<file path="config.mk">
export PLATFORM = sky130hd
export DESIGN_NAME = program_sequencer_p_flat
export DESIGN_NICKNAME = d
export VERILOG_FILES = /design/src/rtl/program_sequencer_pkg.sv /design/src/rtl/program_sequencer_p_if.sv /design/src/rtl/program_sequencer_stack.sv /design/src/rtl/program_sequencer_p.sv /design/src/flat_wrapper.sv
export SDC_FILE = /design/constraint.sdc
export NUM_CORES = 1
export LEC_CHECK = 0
export ABC_AREA = 1
export BUFFER_PORTS_ARGS = -buffer_cell sky130_fd_sc_hd__buf_2
export CAP_MARGIN = 20
export CORE_MARGIN = 3
export CORE_UTILIZATION = 40
export CTS_BUF_LIST = sky130_fd_sc_hd__clkbuf_2
export DETAILED_ROUTE_END_ITERATION = 6
export PLACE_DENSITY_LB_ADDON = 0.2
export SYNTH_ARGS = -nofsm -noshare
export SYNTH_HDL_FRONTEND = slang
export SYNTH_SLANG_ARGS = --single-unit
</file>
<file path="constraint.sdc">
create_clock -name clk -period 2.9 [get_ports clk]
set_clock_uncertainty 0.15 [all_clocks]
set_input_delay 0.29 -clock clk [delete_from_list [all_inputs] [get_ports clk]]
set_output_delay 0.29 -clock clk [all_outputs]
set_load 0.05 [all_outputs]
</file>
<file path="src/rtl/program_sequencer_pkg.sv">
// Shared constants and types for the program sequencer: default geometry and
// the next-address source selector.
package program_sequencer_pkg;

  localparam int DEF_ADDR_W      = 8;
  localparam int DEF_STACK_DEPTH = 4;

  typedef enum logic [2:0] {
    SRC_RST,
    SRC_HOLD,
    SRC_RET,
    SRC_CALL,
    SRC_JMP,
    SRC_INC
  } next_src_e;

endpackage

</file>
<file path="src/rtl/program_sequencer_p_if.sv">
// Control/status bundle between the instruction decoder (master) and the
// program sequencer (slave).
interface program_sequencer_p_if
  import program_sequencer_pkg::*;
#(
  parameter int ADDR_W      = DEF_ADDR_W,
  parameter int STACK_DEPTH = DEF_STACK_DEPTH
);

  localparam int CNT_W = $clog2(STACK_DEPTH + 1);

  logic              sync_reset;
  logic              jmp;
  logic              jmp_nz;
  logic              dont_jmp;
  logic [ADDR_W-1:0] jmp_addr;
  logic              call;
  logic              ret;
  logic              stall;
  logic [ADDR_W-1:0] pm_addr;
  logic [ADDR_W-1:0] pc;
  logic [CNT_W-1:0]  stack_cnt;
  logic              stack_ovf;
  logic              stack_unf;

  modport master (
    output sync_reset, jmp, jmp_nz, dont_jmp, jmp_addr, call, ret, stall,
    input  pm_addr, pc, stack_cnt, stack_ovf, stack_unf
  );

  modport slave (
    input  sync_reset, jmp, jmp_nz, dont_jmp, jmp_addr, call, ret, stall,
    output pm_addr, pc, stack_cnt, stack_ovf, stack_unf
  );

endinterface

</file>
<file path="src/rtl/program_sequencer_stack.sv">
// Return-address LIFO. Only the occupancy pointer is reset; storage is not.
module program_sequencer_stack
  import program_sequencer_pkg::*;
#(
  parameter int ADDR_W = DEF_ADDR_W,
  parameter int DEPTH  = DEF_STACK_DEPTH,
  parameter int CNT_W  = $clog2(DEPTH + 1)
) (
  input  logic              clk,
  input  logic              reset,
  input  logic              clear,
  input  logic              push,
  input  logic              pop,
  input  logic [ADDR_W-1:0] push_data,
  output logic [ADDR_W-1:0] top_data,
  output logic              full,
  output logic              empty,
  output logic [CNT_W-1:0]  cnt
);

  // Storage is sized to the pointer range so every pointer value is a legal index.
  localparam int MEM_N = 1 << CNT_W;

  logic [ADDR_W-1:0] mem [MEM_N];
  logic [CNT_W-1:0]  cnt_q;

  assign full     = (cnt_q == CNT_W'(DEPTH));
  assign empty    = (cnt_q == '0);
  assign cnt      = cnt_q;
  assign top_data = empty ? '0 : mem[cnt_q - CNT_W'(1)];

  always_ff @(posedge clk) begin
    if (push && !full) mem[cnt_q] <= push_data;
  end

  always_ff @(posedge clk or posedge reset) begin
    if (reset) begin
      cnt_q <= '0;
    end else if (clear) begin
      cnt_q <= '0;
    end else if (push && !full) begin
      cnt_q <= cnt_q + CNT_W'(1);
    end else if (pop && !empty) begin
      cnt_q <= cnt_q - CNT_W'(1);
    end
  end

endmodule

</file>
<file path="src/rtl/program_sequencer_p.sv">
// Program sequencer: prioritised next-address mux, pc register and sticky
// stack error flags around a return-address LIFO.
module program_sequencer_p
  import program_sequencer_pkg::*;
#(
  parameter int ADDR_W      = DEF_ADDR_W,
  parameter int STACK_DEPTH = DEF_STACK_DEPTH
) (
  input  logic                 clk,
  input  logic                 reset,
  program_sequencer_p_if.slave bus
);

  localparam int CNT_W = $clog2(STACK_DEPTH + 1);

  logic [ADDR_W-1:0] pc_q;
  logic [ADDR_W-1:0] pc_inc;
  logic [ADDR_W-1:0] stack_top;
  logic [ADDR_W-1:0] pm_addr;
  logic [CNT_W-1:0]  stack_cnt;
  logic              stack_full;
  logic              stack_empty;
  logic              ovf_q;
  logic              unf_q;
  logic              ovf_evt;
  logic              unf_evt;
  next_src_e         src;

  assign pc_inc = pc_q + ADDR_W'(1);

  // A refused call/ret degrades to a plain increment rather than falling
  // through to the lower-priority jump requests.
  always_comb begin
    src = SRC_INC;
    if (bus.sync_reset)                       src = SRC_RST;
    else if (bus.stall)                       src = SRC_HOLD;
    else if (bus.ret)                         src = stack_empty ? SRC_INC : SRC_RET;
    else if (bus.call)                        src = stack_full  ? SRC_INC : SRC_CALL;
    else if (bus.jmp || (bus.jmp_nz && !bus.dont_jmp)) src = SRC_JMP;
  end

  always_comb begin
    case (src)
      SRC_RST:           pm_addr = '0;
      SRC_HOLD:          pm_addr = pc_q;
      SRC_RET:           pm_addr = stack_top;
      SRC_CALL, SRC_JMP: pm_addr = bus.jmp_addr;
      default:           pm_addr = pc_inc;
    endcase
  end

  assign ovf_evt = !bus.sync_reset && !bus.stall && !bus.ret && bus.call && stack_full;
  assign unf_evt = !bus.sync_reset && !bus.stall && bus.ret && stack_empty;

  program_sequencer_stack #(
    .ADDR_W (ADDR_W),
    .DEPTH  (STACK_DEPTH)
  ) u_stack (
    .clk       (clk),
    .reset     (reset),
    .clear     (bus.sync_reset),
    .push      (src == SRC_CALL),
    .pop       (src == SRC_RET),
    .push_data (pc_inc),
    .top_data  (stack_top),
    .full      (stack_full),
    .empty     (stack_empty),
    .cnt       (stack_cnt)
  );

  always_ff @(posedge clk or posedge reset) begin
    if (reset) begin
      pc_q  <= '0;
      ovf_q <= 1'b0;
      unf_q <= 1'b0;
    end else begin
      pc_q <= pm_addr;
      if (bus.sync_reset) begin
        ovf_q <= 1'b0;
        unf_q <= 1'b0;
      end else begin
        if (ovf_evt) ovf_q <= 1'b1;
        if (unf_evt) unf_q <= 1'b1;
      end
    end
  end

  assign bus.pm_addr   = pm_addr;
  assign bus.pc        = pc_q;
  assign bus.stack_cnt = stack_cnt;
  assign bus.stack_ovf = ovf_q;
  assign bus.stack_unf = unf_q;

endmodule

</file>
<file path="src/flat_wrapper.sv">
// flat-port wrapper written by rule: the top's interface ports become plain ports
module program_sequencer_p_flat import program_sequencer_pkg::*;
#(
  parameter int ADDR_W      = DEF_ADDR_W,
  parameter int STACK_DEPTH = DEF_STACK_DEPTH
)
  (clk, reset, bus_sync_reset, bus_jmp, bus_jmp_nz, bus_dont_jmp, bus_jmp_addr, bus_call, bus_ret, bus_stall, bus_pm_addr, bus_pc, bus_stack_cnt, bus_stack_ovf, bus_stack_unf);
  program_sequencer_p_if #(.ADDR_W(ADDR_W), .STACK_DEPTH(STACK_DEPTH)) bus_i ();
  input  logic clk;
  input  logic reset;
  input wire logic [$bits(bus_i.sync_reset)-1:0] bus_sync_reset;
  input wire logic [$bits(bus_i.jmp)-1:0] bus_jmp;
  input wire logic [$bits(bus_i.jmp_nz)-1:0] bus_jmp_nz;
  input wire logic [$bits(bus_i.dont_jmp)-1:0] bus_dont_jmp;
  input wire logic [$bits(bus_i.jmp_addr)-1:0] bus_jmp_addr;
  input wire logic [$bits(bus_i.call)-1:0] bus_call;
  input wire logic [$bits(bus_i.ret)-1:0] bus_ret;
  input wire logic [$bits(bus_i.stall)-1:0] bus_stall;
  output wire logic [$bits(bus_i.pm_addr)-1:0] bus_pm_addr;
  output wire logic [$bits(bus_i.pc)-1:0] bus_pc;
  output wire logic [$bits(bus_i.stack_cnt)-1:0] bus_stack_cnt;
  output wire logic [$bits(bus_i.stack_ovf)-1:0] bus_stack_ovf;
  output wire logic [$bits(bus_i.stack_unf)-1:0] bus_stack_unf;
  assign bus_i.sync_reset = bus_sync_reset;
  assign bus_i.jmp = bus_jmp;
  assign bus_i.jmp_nz = bus_jmp_nz;
  assign bus_i.dont_jmp = bus_dont_jmp;
  assign bus_i.jmp_addr = bus_jmp_addr;
  assign bus_i.call = bus_call;
  assign bus_i.ret = bus_ret;
  assign bus_i.stall = bus_stall;
  assign bus_pm_addr = bus_i.pm_addr;
  assign bus_pc = bus_i.pc;
  assign bus_stack_cnt = bus_i.stack_cnt;
  assign bus_stack_ovf = bus_i.stack_ovf;
  assign bus_stack_unf = bus_i.stack_unf;
  program_sequencer_p #(.ADDR_W(ADDR_W), .STACK_DEPTH(STACK_DEPTH)) u_core (.clk(clk), .reset(reset), .bus(bus_i));
endmodule
</file>
==> results of run 1 <==
-- cells in the mapped netlist (all sizes together) --
cell    count
nand4       9
nor4        4
a21oi       3
nand3b      1
nor3        5
xnor2       1
nand2     171
o211ai      1
inv        39
o21ai      12
ha          4
o31ai       1
xor2        5
dfrtp      13
nand3      29
edfxtp     64
buf        11
nor2       11
-- tightest hold or removal path: cells and delay by family --
| kind | cells | cell delay, ps |
|---|---|---|
| buf+inv | 2 | 260 |
| simple gates | 1 | 70 |
| compound gates | 1 | 60 |
-- cells by family after synthesis --
kind of cell	synth area share
compound gates	0.03028
fa+ha+maj	0.01346
flops	0.6043
simple gates	0.2746
buf+inv	0.05821
xor+xnor	0.01918
-- flip-flops by register name (all words and copies together) (netlist names) --
| signal | flops |
|---|---|
| u_core.bus.stack_unf | 1 |
| u_core.u_stack.cnt | 3 |
| u_core.u_stack.mem | 64 |
| u_core.bus.stack_ovf | 1 |
| u_core.bus.pc | 8 |
-- cell type report --
class | count | area, µm² | share of cell area
clock buffers | 9 | 45.04 | 0.01017
inverters | 39 | 148.9 | 0.03361
flip-flops and latches | 77 | 2248 | 0.5075
repair buffers | 71 | 509.2 | 0.1149
well taps | 108 | 135.1 | 0.03050
multi-input cells | 257 | 1270 | 0.2866
clock inverters | 7 | 73.82 | 0.01666
-- layer usage --
| metal | GRT usage | vias to the layer above | share of wire |
|---|---|---|---|
| met5 | 0 | - | 0 |
| li1 | - | 1407 | - |
| met3 | 0.02594 | 2 | 0.039 |
| met1 | 0.2344 | 1312 | 0.48 |
| met4 | 0.06054 | 0 | 0.0030 |
| met2 | 0.2789 | 71 | 0.48 |
-- what timing repair did --
| action | in CTS | in global routing |
|---|---|---|
| hold endpoints to repair | 23 | 0 |
| hold buffers | 12 | 0 |
| setup endpoints to repair | 8 | 8 |
| pin swaps | 0 | 3 |
| setup buffers | 1 | 5 |
| resized for setup | 11 | 9 |
-- worst paths after layout --
path / startpoint / slack, ps / to
max reg2reg: u_core.u_stack.cnt[0] / 720 / u_core.u_stack.mem[2][1]
max: u_core.u_stack.cnt[0] / 170 / bus_pm_addr[7]
min in group asynchronous: reset / 160 / u_core.bus.pc[2]
min: bus_sync_reset / 60 / u_core.bus.stack_unf
min reg2reg: u_core.bus.stack_ovf / 380 / u_core.bus.stack_ovf
max in group asynchronous: reset / 2040 / u_core.u_stack.cnt[0]
-- report_power, final --
part | leakage [µW] | internal (µW) | switching [µW]
clock network | 0.0000622 | 199 | 392
logic | 0.00114 | 212 | 459
registers | 0.000757 | 1250 | 21.9
-- stage by stage --
step / util / TNS, ps / power [µW] / setup slack [ps]
after CTS: 0.4909 / 0 / 2510 / 14.24
final: 0.4983 / 0 / 2535 / 167.2
after global placement: 0.4600 / 0 / 1897 / 475.9
after floorplan: - / -3513 / 1730 / -146.4
after detailed placement: 0.4600 / 0 / 1902 / 412.0
after global routing: 0.4983 / -8.511 / 2667 / -8.511
==> parameters.txt, run 1 <==
Parameter                              Value

Run status
  Result of the run ... completed

Routing
  Number of violations reported at the end of detailed-routing iteration 0 ... 150
  Detail-routed via count per cell ... 4.915
  Remaining antenna violation count ... 0
  Routed via count ... 2,792
  Detail-routed net length per standard cell ... 14.63 µm
  Iteration count of the initial detailed-routing pass ... 4
  DRC violations left ... 0
  Sum of routed wire length over all layers ... 8310 µm

Global route
  Via count of the first global-routing pass ... 2,744
  Number of antenna violations at the first check in global routing ... 0
  Maximum number of pins on one net before global-route repair ... 41
  Tot GR Track Use ... 0.1714
  Wire length of the first global-routing pass ... 13,710 µm
  GRT Residual Overflow ... 0

Clock tree
  Worst-case clock buffer depth ... 2
  Clock-pin slew on the worst setup and hold paths ... 200 ps
  Number of buffers added by the clock tree synthesis step ... 9
  Level count of the clock H-tree ... 3
  CTS tree ... yes
  Root buffer selected by CTS ... clkbuf_2
  Total clock sinks ... 77
  Clock latency reported for the late side of the worst-skew pair ... 510 ps

Setup path
  Cell Chain, Critical Path ... inv_2 > ha_1 > xnor2_4 > buf_4 > nand2_1 > nand2_1 > nand2_1 > nand4_1 > buf_4
  Buf/Inv on CP ... 3
  Data required time at the worst endpoint ... 2460 ps
  Length in cells of the worst reg-to-reg path ... 9
  Number of cells on the critical path ... 9
  Maximum fanout count along the critical path ... 8
  CP top delay family ... buffers and inverters
  Slowest cell on the critical path ... dfrtp_2
  Endpoint arrival time on the critical path ... 2290 ps
  Type of the worst setup path ... reg2out
  Kind of launch point of the worst setup path ... register
  Crit-path most repeated cell ... nand2_1
  Longest individual stage delay on the worst path ... 410 ps
  Critical Path Sink Type ... output pin

Worst hold path
  Hold Path Depth ... 4
  Type of the tightest min-delay check ... in2reg

Timing
  Final Setup Violations ... 0
  Final Hold Violating Endpoints ... 0
  Slew @ Worst Pin ... 683.3 ps
  Worst-case hold slack ... 60.71 ps
  Maximum clock rate ... 0.3659 GHz
  Relative slew margins ... 0.5429
  Clock period minus final worst setup slack ... 2733 ps
  Unrepaired setup endpoints after global routing ... yes
  Max-slew violations ... 0
  Fin crit share ... 0.9423

Die
  Io pins ... 38
  Y dimension of the die ... 102.4 µm
  Area of the core ... 8891 µm²
  Full die area ... 10,490 µm²
  Horizontal extent of the die ... 102.4 µm
  Initial cell density of the core ... 0.4182
  Site row count ... 34

Final layout
  Antenna diode count ... 0
  Synth-to-layout area growth ... 19.15%
  Post-layout instance area ... 4431 µm²
  Count of nets after finishing ... 476
  Highest-count cells in the layout ignoring fill and taps ... nand2_1, edfxtp_1, inv_1, buf_2, nand3_1
  Most common library cell in the layout ignoring fill and taps ... nand2_1
  Filler instances ... 810
  Ratio of cells with drive above 1 in the final layout ... 0.2109
  Final standard cell count with taps included and fillers excluded ... 568

Placement
  Half-perimeter wire length after detailed placement ... 5688 µm
  Total instance count after detailed placement ... 534
  Final weighted congestion in routability-driven placement ... 0.7887
  Cell area reported after detailed placement ... 4090 µm²
  Count of input and output buffers ... 37

Synth
  Synthesized netlist net count ... 405
  Instance count of the mapped netlist ... 384
  Fraction of synthesized cell area taken by the top area cell type ... 0.5168
  Cell taking the most area after synthesis ... edfxtp_1
  Most area-consuming cells after synthesis ... edfxtp_1, nand2_1, dfrtp_1
  Post-synthesis area per instance ... 9.684 µm²
  Post-synthesis sequential area ratio ... 0.6043
  Netlist Area Pre-Place ... 3719 µm²
  Total number of yosys warnings ... 0
  Number of synthesized register bits ... 77
  Number of different library cells in the post-synthesis netlist ... 30

Power and ir drop
  Leakage power figure ... 0.001958 µW
  Worst IR drop on VDD ... 0.2806 mV
  Power per standard cell area ... 572.1 nW/µm²

Flow run
  Max-cap viol count ... 0
Note: power is estimated with default switching activity, not from simulation.
==> inputs of run 2 (changes only) <==
--- a/config.mk
+++ b/config.mk
@@ -8,11 +8,15 @@
 export ABC_AREA = 1
 export BUFFER_PORTS_ARGS = -buffer_cell sky130_fd_sc_hd__buf_2
 export CAP_MARGIN = 20
+export CELL_PAD_IN_SITES_DETAIL_PLACEMENT = 0
+export CELL_PAD_IN_SITES_GLOBAL_PLACEMENT = 1
 export CORE_MARGIN = 3
 export CORE_UTILIZATION = 40
 export CTS_BUF_LIST = sky130_fd_sc_hd__clkbuf_2
 export DETAILED_ROUTE_END_ITERATION = 6
+export GPL_ROUTABILITY_DRIVEN = 0
 export PLACE_DENSITY_LB_ADDON = 0.2
+export SLEW_MARGIN = 10
 export SYNTH_ARGS = -nofsm -noshare
 export SYNTH_HDL_FRONTEND = slang
 export SYNTH_SLANG_ARGS = --single-unit
==> run 2 against run 1 <==
Critical path depth increased by 1; cell count increased by 0.35%; maximum frequency increased by 0.75%; core utilization increased by 0.61 points; critical path type unchanged; largest power group unchanged; highest routed layer unchanged.
==> parameters.txt, run 2 (synthesis gave the netlist of run 1 again) <==
Parameter                              Value

Setup path
  Longest individual stage delay on the worst path ... 440 ps (was 410 ps)
  Critical Path Sink Type ... output pin (unchanged)
  Crit-path most repeated cell ... nand2_2 (was nand2_1)
  Kind of launch point of the worst setup path ... register (unchanged)
  Cell Chain, Critical Path ... clkinv_4 > ha_4 > nand2_2 > nand2_4 > nand2_2 > nand3_1 > nor2_4 > nand2_1 > nand4_1 > buf_4 (was inv_2 > ha_1 > xnor2_4 > buf_4 > nand2_1 > nand2_1 > nand2_1 > nand4_1 > buf_4)
  Startpoint of the most critical register-to-register path ... u_core.u_stack.cnt[1] (was u_core.u_stack.cnt[0])
  Buf/Inv on CP ... 2 (was 3)
  Length in cells of the worst reg-to-reg path ... 9 (unchanged)
  Data required time at the worst endpoint ... 2460 ps (about the same)
  CP top delay family ... simple AND/OR/NAND/NOR gates (was buffers and inverters)
  Maximum fanout count along the critical path ... 8 (unchanged)
  Slowest cell on the critical path ... dfrtp_2 (unchanged)
  Type of the worst setup path ... reg2out (unchanged)
  Crit path from ... u_core.u_stack.cnt[0] (unchanged)
  Number of cells on the critical path ... 10 (was 9)
  Endpoint arrival time on the critical path ... 2270 ps (was 2290 ps)

Routing
  Detail-routed net length per standard cell ... 15.31 µm (was 14.63 µm)
  Uppermost routed layer ... met4 (unchanged)
  Amount of wire on met2 after detailed routing ... 4060 µm (was 3955 µm)
  Iteration count of the initial detailed-routing pass ... 4 (unchanged)
  Metal-1 WL ... 4049 µm (was 4006 µm)
  Remaining antenna violation count ... 0 (unchanged)
  Number of violations reported at the end of detailed-routing iteration 0 ... 187 (was 150)
  Routed via count ... 2,745 (was 2,792)
  DRC violations left ... 0 (unchanged)
  Detail-routed via count per cell ... 4.816 (was 4.915)
  Sum of routed wire length over all layers ... 8727 µm (was 8310 µm)
  Wire length on met3 ... 578 µm (was 322 µm)

Timing
  Slew @ Worst Pin ... 637.6 ps (was 683.3 ps)
  Fin crit share ... 0.9354 (was 0.9423)
  Final Setup Violations ... 0 (unchanged)
  Maximum clock rate ... 0.3687 GHz (was 0.3659 GHz)
  Clock period minus final worst setup slack ... 2713 ps (was 2733 ps)
  Final Hold Violating Endpoints ... 0 (unchanged)
  Relative slew margins ... 0.5735 (was 0.5429)
  Max-slew violations ... 0 (unchanged)

Clock tree
  Clock latency reported for the late side of the worst-skew pair ... 520 ps (was 510 ps)
  Number of buffers added by the clock tree synthesis step ... 9 (unchanged)
  Root buffer selected by CTS ... clkbuf_2 (unchanged)
  CTS tree ... yes (unchanged)
  Worst-case clock buffer depth ... 2 (unchanged)
  Level count of the clock H-tree ... 3 (unchanged)
  Total clock sinks ... 77 (unchanged)
  Clock-pin slew on the worst setup and hold paths ... 210 ps (was 200 ps)

Power and ir drop
  Fraction of power consumed by the clock network ... 0.222 (was 0.233)
  Switching share of total power ... 0.3631 (was 0.3443)
  Power per standard cell area ... 561.2 nW/µm² (was 572.1 nW/µm²)
  Power dissipated by switching net loads ... 913.7 µW (was 872.7 µW)
  Worst IR drop on VDD ... 0.2508 mV (was 0.2806 mV)
  Leakage power figure ... 0.001970 µW (was 0.001958 µW)
  Internal power ... 1603 µW (was 1662 µW)
  Logic pwr share ... 0.270 (was 0.264)
  Fraction of power consumed by sequential logic ... 0.507 (was 0.502)

Die
  Horizontal extent of the die ... 102.4 µm (unchanged)
  Full die area ... 10,490 µm² (unchanged)
  Io pins ... 38 (unchanged)
  Initial cell density of the core ... 0.4182 (unchanged)
  Area of the core ... 8891 µm² (unchanged)
  Site row count ... 34 (unchanged)
  Y dimension of the die ... 102.4 µm (unchanged)

Flow run
  Max-cap viol count ... 0 (unchanged)

Placement
  Count of input and output buffers ... 37 (unchanged)
  Half-perimeter wire length after detailed placement ... 6093 µm (was 5688 µm)
  Cell area reported after detailed placement ... 4090 µm² (unchanged)

Worst hold path
  Startpoint of the lowest-slack hold path ... bus_stall (was bus_sync_reset)
  Type of the tightest min-delay check ... in2reg (unchanged)
  Hold Path Depth ... 4 (unchanged)

Final layout
  Antenna diode count ... 0 (unchanged)
  Filler instances ... 831 (was 810)
  Final core area utilization ... 0.5044 (was 0.4983)
  Most common library cell in the layout ignoring fill and taps ... nand2_1 (unchanged)
  Highest-count cells in the layout ignoring fill and taps ... nand2_1, edfxtp_1, inv_1, buf_2, nand3_1 (unchanged)
  Count of nets after finishing ... 478 (was 476)
  Register with the highest flop count ... u_core.u_stack.mem (unchanged)
  Post-layout instance area ... 4484 µm² (was 4431 µm²)
  Flip-flop count of the largest register after layout ... 64 (unchanged)
  Synth-to-layout area growth ... 20.59% (was 19.15%)
  Ratio of cells with drive above 1 in the final layout ... 0.2294 (was 0.2109)

Global route
  Maximum number of pins on one net before global-route repair ... 41 (unchanged)
  GRT Residual Overflow ... 0 (unchanged)
  Tot GR Track Use ... 0.1799 (was 0.1714)
  Wire length of the first global-routing pass ... 14,260 µm (was 13,710 µm)
  Number of antenna violations at the first check in global routing ... 0 (unchanged)
  Via count of the first global-routing pass ... 2,770 (was 2,744)

Run status
  Result of the run ... completed (unchanged)
-- run 2: cell types whose count changed in the layout (fill, tap and decap cells not counted), sizes merged --
cell and change:
clkinvlp -1, inv +2, bufinv -1, dlygate4sd3 +1
buf +1
-- run 2: metrics by stage --
step           worst slack, ps  hold slack (ps)  power [µW]  setup TNS (ps)  instances
4_1_cts                  1.039            36.91        2497               0        566
2_1_floorplan           -146.4            16.89        1730           -3513        384
5_1_grt                 -7.559            42.58        2652          -7.559        570
3_3_place_gp             413.4            201.4        1903               0        534
3_5_place_dp             366.4            209.8        1901               0        534
6_report                 187.5            91.89        2517               0        570
-- run 2: path summary, 6_finish.rpt --
check | slack (ps) | end
hold reg to reg | 360 | u_core.bus.stack_unf
hold / removal | 90 | u_core.bus.stack_unf
setup / recovery | 190 | bus_pm_addr[3]
max in group asynchronous | 2040 | u_core.u_stack.cnt[0]
setup reg to reg | 720 | u_core.u_stack.mem[2][1]
min in group asynchronous | 170 | u_core.bus.pc[3]
-- run 2: cell type report --
| class | instances | area, µm² | share of cell area |
|---|---|---|---|
| inverter | 39 | 157.7 | 0.03516 |
| multi-input combinational | 257 | 1291 | 0.2879 |
| clock buffer | 9 | 45.04 | 0.01004 |
| timing repair buffer | 73 | 541.8 | 0.1208 |
| tap | 108 | 135.1 | 0.03013 |
| sequential | 77 | 2251 | 0.5020 |
| clock inverter | 7 | 62.56 | 0.01395 |
-- run 2: layer usage --
layer  vias to the layer above  global-route usage
met1                      1253              0.2542
met4                         0             0.05752
met5                         -                   0
met2                        76              0.2824
li1                       1414                   -
met3                         2             0.03276
-- run 2: power by group through the flow --
| stage | logic [µW] | clock network (µW) | registers (µW) |
|---|---|---|---|
| 3_5_place_dp | 600 | 0 | 1300 |
| 3_3_place_gp | 602 | 0 | 1300 |
| 5_1_grt | 754 | 617 | 1280 |
| 2_1_floorplan | 370 | 0 | 1360 |
| 6_report | 681 | 560 | 1280 |
| 4_1_cts | 646 | 575 | 1280 |
-- run 2: worst register-to-register path: stages, from the launching register on --
cell     delay (ps)
dfrtp_2         460
inv_2           120
ha_4            180
nand2_2          90
nand2_4         110
nand2_2         100
inv_2           120
nand2_4         100
nor4_1          250
buf_4           250
-- run 2: repair_timing --
action,in CTS,in global routing
gates resized for setup,14,21
hold buffers,13,0
pin swaps,1,7
hold endpoints to repair,24,0
endpoints found under the setup margin,8,8
buffers inserted,3,4
